==> src/rtl/demux_collect.sv <==
// Registered 1-to-depth demultiplexer and bit collector: steers a serial bit stream
// into a depth-bit word and hands each complete word downstream with valid/ready.
module demux_collect #(
  parameter int width = 2,
  parameter int depth = 4
) (
  input  logic             clk,
  input  logic             rst_n,
  input  logic             din,
  input  logic             din_valid,
  output logic             din_ready,
  input  logic [width-1:0] sel,
  input  logic             auto,
  input  logic             clear,
  output logic [depth-1:0] out,
  output logic             out_valid,
  input  logic             out_ready,
  output logic [width-1:0] ptr,
  output logic             err
);

  // state   | meaning
  // COLLECT | word being assembled, out_valid low
  // HOLD    | complete word presented, frozen until out_ready
  typedef enum logic {COLLECT = 1'b0, HOLD = 1'b1} state_e;

  localparam logic [width-1:0] PTR_LAST = width'(depth - 1);

  state_e           state_q, state_d;
  logic [depth-1:0] out_q, out_d;
  logic [depth-1:0] wr_mask_q, wr_mask_d;
  logic [width-1:0] ptr_q, ptr_d;
  logic             err_q, err_d;

  logic [width-1:0] pos;
  logic [depth-1:0] hit;
  logic [depth-1:0] mask_next;
  logic             accept;

  assign din_ready = (state_q == COLLECT) || out_ready;
  assign accept    = din_valid && din_ready && !clear;
  assign pos       = auto ? ptr_q : sel;
  assign mask_next = wr_mask_q | hit;

  // One-hot target; all-zero when pos falls outside the word.
  always_comb begin
    hit = '0;
    for (int i = 0; i < depth; i++) begin
      hit[i] = (pos == width'(i));
    end
  end

  always_comb begin
    state_d   = state_q;
    out_d     = out_q;
    wr_mask_d = wr_mask_q;
    ptr_d     = ptr_q;
    err_d     = err_q;

    if (clear) begin
      state_d   = COLLECT;
      out_d     = '0;
      wr_mask_d = '0;
      ptr_d     = '0;
      err_d     = 1'b0;
    end else begin
      if (state_q == HOLD && out_ready) begin
        state_d = COLLECT;
      end
      // A write accepted during the handshake cycle lands in the fresh word;
      // wr_mask is already empty there, so it can never complete it.
      if (accept) begin
        if (hit == '0) begin
          err_d = 1'b1;
        end else begin
          out_d = (out_q & ~hit) | (hit & {depth{din}});
          if ((wr_mask_q & hit) != '0) begin
            err_d = 1'b1;
          end
          if (auto) begin
            ptr_d = (ptr_q == PTR_LAST) ? '0 : ptr_q + width'(1);
          end
          if (&mask_next) begin
            state_d   = HOLD;
            wr_mask_d = '0;
            ptr_d     = '0;
          end else begin
            wr_mask_d = mask_next;
          end
        end
      end
    end
  end

  always_ff @(posedge clk or negedge rst_n) begin
    if (!rst_n) begin
      state_q   <= COLLECT;
      out_q     <= '0;
      wr_mask_q <= '0;
      ptr_q     <= '0;
      err_q     <= 1'b0;
    end else begin
      state_q   <= state_d;
      out_q     <= out_d;
      wr_mask_q <= wr_mask_d;
      ptr_q     <= ptr_d;
      err_q     <= err_d;
    end
  end

  assign out       = out_q;
  assign out_valid = (state_q == HOLD);
  assign ptr       = ptr_q;
  assign err       = err_q;

endmodule

==> config.mk <==
export PLATFORM = sky130hd
export DESIGN_NAME = demux_collect
export DESIGN_NICKNAME = d
export VERILOG_FILES = /design/src/rtl/demux_collect.sv
export SDC_FILE = /design/constraint.sdc
export NUM_CORES = 1
export LEC_CHECK = 0
export ABC_CLOCK_PERIOD_IN_PS = 1600
export BUFFER_PORTS_ARGS = -buffer_cell sky130_fd_sc_hd__buf_2
export CAP_MARGIN = 20
export CORE_MARGIN = 5
export CORE_UTILIZATION = 30
export CTS_CLUSTER_SIZE = 12
export DETAILED_ROUTE_END_ITERATION = 16
export PLACE_DENSITY = 0.57
export SETUP_SLACK_MARGIN = 0.2
export SYNTH_ARGS = -nofsm -noshare
export SYNTH_HDL_FRONTEND = slang
export SYNTH_SLANG_ARGS = --single-unit
==> constraint.sdc <==
create_clock -name clk -period 1.6 [get_ports clk]
set_clock_uncertainty 0.2 [all_clocks]
set_input_delay 0.08 -clock clk [delete_from_list [all_inputs] [get_ports clk]]
set_output_delay 0.08 -clock clk [all_outputs]
set_load 0.05 [all_outputs]
* After elaboration in Yosys (flattened, before gate mapping)
Cells that the tools add are included.
** Operators by class
- $add $sub $neg :: 1
- Equal/unequal tests :: 5
- Mux-type cells :: 23
- Bitwise operators :: 7
- Reduce and logical (&&, ||, !) cells :: 15
** Operator list (number)
- 2-to-1 mux 4 bit :: 7
- 2-to-1 mux 2 bit :: 7
- bitwise AND 4 bit :: 3
- 2-to-1 mux 1 bit :: 9
- OR 4 bit :: 2
- equality test 2 bit, second input constant :: 3
- nonzero test 3 bit :: 2
- logical NOT 4 bit :: 1
- inverter 4 bit :: 1
- AND reduction 2 bit :: 2
- AND reduction 4 bit :: 1
- nonzero test 4 bit :: 1
- logical AND 1 bit :: 3
- AND reduction 3 bit :: 1
- adder 2 x 1 -> 2 bit, second input constant :: 1
- equality test 2 x 1 -> 1 bit, second input constant :: 1
- logical NOT 2 bit :: 1
- != test 2 bit, second input constant :: 1
- nonzero test 2 bit :: 1
- logical NOT 1 bit :: 1
- logical OR 1 bit :: 1
- inverter 1 bit :: 1
** Storage, ports and cells
- Flip-flop bits (word level) :: 12
- Input bits :: 9
- Logic and storage cells :: 56

* Depth between registers and ports, before layout
- Word-level depth :: 8
- Depth in mapped cells :: 6

* Worst setup path before layout
OpenSTA, ideal clock, no wires.
- Kind :: reg2reg
- Start :: register state_q, in the netlist out_valid
- End :: register out_q[2], in the netlist out[2]
- Library setup time :: 132 ps
- Data arrival time :: 1849 ps
- Required time :: 1268 ps
- Slack :: -581 ps
- Cell stages (with the launch flop) :: 6
- Buffers on the path :: 0
- Clock period less this slack :: 2181 ps
- Path through :: dfrtp_1 > nand2b_1 > and2_0 > and3_1 > mux2i_1 > nor2_1
** Between the ends
- Word-level cells in the longest chain between the ends :: 6
** RTL lines
- start, declared :: RTL line 29 : state_e state_q, state_d;
- start signal, assigned :: RTL line 103 : state_q <= state_d;
- inverter 1 bit :: RTL line 40 : assign din_ready = (state_q == COLLECT) || out_ready;
- logical OR 1 bit :: RTL line 40
- net din_ready :: RTL line 11 : output logic din_ready,
- logical AND 1 bit (2 in series) :: RTL line 41 : assign accept = din_valid && din_ready && !clear;
- nonzero test 2 bit (no source line)
- AND reduction 2 bit (no source line)
- end signal, assigned :: RTL line 104 : out_q <= out_d;
- end, declared :: RTL line 30 : logic [depth-1:0] out_q, out_d;
The timed path passes the listed nets, and every way through them passes these cells.
A chain may end at the register's enable or synchronous reset.

* Final worst setup path
- Start :: register ptr_q[0], in the netlist ptr[0]
- End :: register err_q, in the netlist err
** Between the ends
- Word-level cells in the longest chain between the ends :: 6
- Elaborated cells on any way between the ends :: 13
** RTL lines
- start, declared :: RTL line 32 : logic [width-1:0] ptr_q, ptr_d;
- start signal, assigned :: RTL line 106 : ptr_q <= ptr_d;
- 2-to-1 mux 2 bit * :: RTL line 42 : assign pos = auto ? ptr_q : sel;
- equality test 2 x 1 -> 1 bit, or another cell as far along :: RTL line 49 : hit[i] = (pos == width'(i));
- bitwise AND 4 bit or logical NOT 4 bit (tied branches) :: RTL line 77, 73
- nonzero test 4 bit or 2-to-1 mux 1 bit (tied branches) :: RTL line 77, 73
- nonzero test 3 bit (no source line) or 2-to-1 mux 1 bit (tied branches)
- AND reduction 2 bit (no source line) or 2-to-1 mux 1 bit (tied branches)
- end signal, assigned :: RTL line 107 : err_q <= err_d;
- end, declared :: RTL line 33 : logic err_q, err_d;
Mark *: on every way between the ends. The rest lies on a longest branch, timed or not. The select of a mux whose other input is x is not followed.

==> out/qor.yml <==
vias: 607
ctsRootBufferMaster: "clkbuf_4"
clock.fmax_mhz: 567.4
multiInputGateArea_um2: 420.4
use_met2: 0.1762
grt_pass1_wl_um: 2815
hold_slack_ns: -0.1106
hold_path_class: "in -> reg"
numCtsBuffers: 3
cp-end-kind: "flip-flop"
synth_ff_type: "dfrtp_1"
gp_congestion: 0.7281
yosys_warnings: 0
path_max_fanout: 4
clk-insertion-delay-late_ns: 0.27
critPathKind: "reg -> reg"
cts_tree: "built"
synth_edf_count: 0
setup_viol: 10
grt.overflow.total: 0
drt_iter0_drc: 6
hold_viol: 1
cp_slowest_cell: "mux4_2"
cts_sinks: 12
grt_util_met1: 0.1401
p_per_area_nw_per_um2: 731.8
ir_drop_mv: 0.5672
die_area_um2: 3256
synthesis.area_um2: 664.4
leakagePower_nw: 0.4927
first_global_vias: 637
status: "finished, violations left"
post-route-period-util: 1.101
synthTopCellsByArea: "dfrtp_1, mux2i_1, mux2i_4, mux4_2, nor2_1"
final_max_slew_viol_count: 0
fin_area_um2: 1060
met3_usage: 0.02262
startpoint_type: "flip-flop"
std_cell_rows: 17
ys_ff_latch: 12
crit_family: "multiplexers"
synth_common_cells: "dfrtp_1, mux2i_1, nor2_1, nand2_1"
start_util: 0.3062
ant_nets: 0
place_area_um2: 860.8
syn2layout_area_growth_pct: 59.51
syn_nets: 71
htreeDepth: 1
layout.nets: 110
path_clk_slew_ns: 0.07
via_per_inst: 4.780
fp.coreArea_um2: 2170
die-height_um: 57.06
cp.arrival_ns: 1.72
drc: 0
layout_min_cycle_time_ns: 1.762
dp_slack_ns: -0.1669
synth.most_common_cell: "dfrtp_1"
ctsHoldBuffers: 4
layout-drive-gt1-share: 0.5455
async_reset_ff_frac: 1.000
die_w_um: 57.06
tightest_slew_ns: 0.3032
synthesis.instances: 61
synth_area_leader_cell: "dfrtp_1"
reg2reg_from: "ptr[0]"
setup_slack_ns: -0.1623
rsz0062_at_grt: "yes"
clk_path_buf_depth: 2
holdCritStartpoint: "out_ready"
ys_types: 26
hpwl_um: 1206
nFillCells: 222
critPathMaxStageDelay_ns: 0.48
wl_per_cell_um: 13.09
ys_seq_area_frac: 0.4520
violations: "negative hold slack, negative setup slack"
ioPinCount: 18
grt_max_degree: 13
max_cap_violations: 0
startpoint: "ptr[0]"
wl_um: 1663
antenna_found_initial: 0
required_ns: 1.55
relSlewSlack: 0.7975
io_buffers: 17
avgSynthCellArea_um2: 10.89
grt_most_used_layer: "met2"
cp.buffers_inverters: 1
worstPathCellList: "mux2i_4 -> buf_4 -> mux4_2 -> a21oi_1 -> nor2_1"
ff_latch_area_um2: 304.0
yosysTopAreaCellShare: 0.4520
diodes: 0
dr.pass1.iters: 2
track_usage: 0.1079
[registers in the layout, indices dropped and copies added, names as in the netlist]
| register | cells |
|---|---|
| ptr | 2 |
| err | 1 |
| out | 4 |
| wr_mask_q | 4 |
| out_valid | 1 |
[cell usage in the layout (no fill, tap or decap), types with 3 or more instances in the layout]
cell type	Yosys	final
buf_2	0	17
buf_4	0	9
buf_6	1	6
clkbuf_4	0	3
dfrtp_1	12	9
dfrtp_2	0	3
dlygate4sd3_1	0	4
mux2i_1	6	4
nand2_1	5	5
nor2_1	6	6
o21a_1	3	3
[cell type report]
type | instances | share of cell area
Clock buffer | 4 | 0.03424
Inverter | 1 | 0.003542
Multi-Input combinational cell | 46 | 0.3967
Sequential cell | 12 | 0.2869
Tap cell | 28 | 0.03306
Timing Repair Buffer | 36 | 0.2456
[worst register-to-register path, stage by stage, from the launching register on]
cell and delay, ns:
dfrtp_2 0.42, mux2i_4 0.20, buf_4 0.16, mux4_2 0.48, a21oi_1 0.13, nor2_1 0.05
[what timing repair did]
item | 4_1_cts | 5_1_grt
setup buffers | 3 | 3
resized for setup | 8 | 7
endpoints found under the setup margin | 12 | 12
pin swaps | 7 | 4
endpoints found under the hold margin | 20 | 1
[cell families (layout without fill, tap and decap cells)]
logic type               count (synthesis)  after routing  share of synthesized area
AND/OR/NAND/NOR                         25             25                     0.1883
multiplexers                             9              9                     0.1808
flip-flops                              12             12                     0.4520
AO/OA/AOI/OAI                           11             11                     0.1318
buffers and inverters                    3             41                    0.02824
adder cells (fa/ha/maj)                  1              1                    0.01883
[power by group]
| group | leakage (nW) | internal (W) | total [W] | switching (W) |
|---|---|---|---|---|
| combinational | 0.313 | 0.000101 | 0.000210 | 0.000109 |
| sequential | 0.159 | 0.000318 | 0.000330 | 0.0000122 |
| clock | 0.0210 | 0.000138 | 0.000235 | 0.0000972 |
| total | 0.493 | 0.000557 | 0.000776 | 0.000219 |
[per-stage QoR]
stage	total power [W]	cells	util	TNS (ns)	hold slack [ns]
CTS	0.0007676	124	0.4591	-1.173	-0.1215
global route	0.0008243	127	0.4885	-1.729	-0.1062
floorplan	0.0004363	61	-	-2.230	-0.4156
finish	0.0007755	127	0.4885	-1.061	-0.1106
detailed placement	0.0004970	113	0.3968	-1.013	-0.2218
global placement	0.0004955	113	0.3968	-0.9070	-0.2203
[per-layer routing]
| layer | vias to the layer above | share of wire |
|---|---|---|
| met1 | 289 | 0.46 |
| met3 | 2 | 0.034 |
| met2 | 12 | 0.50 |
| met4 | 0 | 0.011 |
| li1 | 304 | - |
| met5 | - | 0 |
[path summary, 6_finish.rpt]
kind | endpoint | slack (ns) | cells past startpoint
worst max-delay path | err | -0.16 | 5
worst min-delay path | out_valid | -0.11 | 3
worst max register to register | err | -0.16 | 5
worst min register to register | err | 0.30 | 2
max in group asynchronous | out_valid | 0.96 | 2
min in group asynchronous | out[3] | 0.01 | 2
Power figures use the tool's default switching activity.
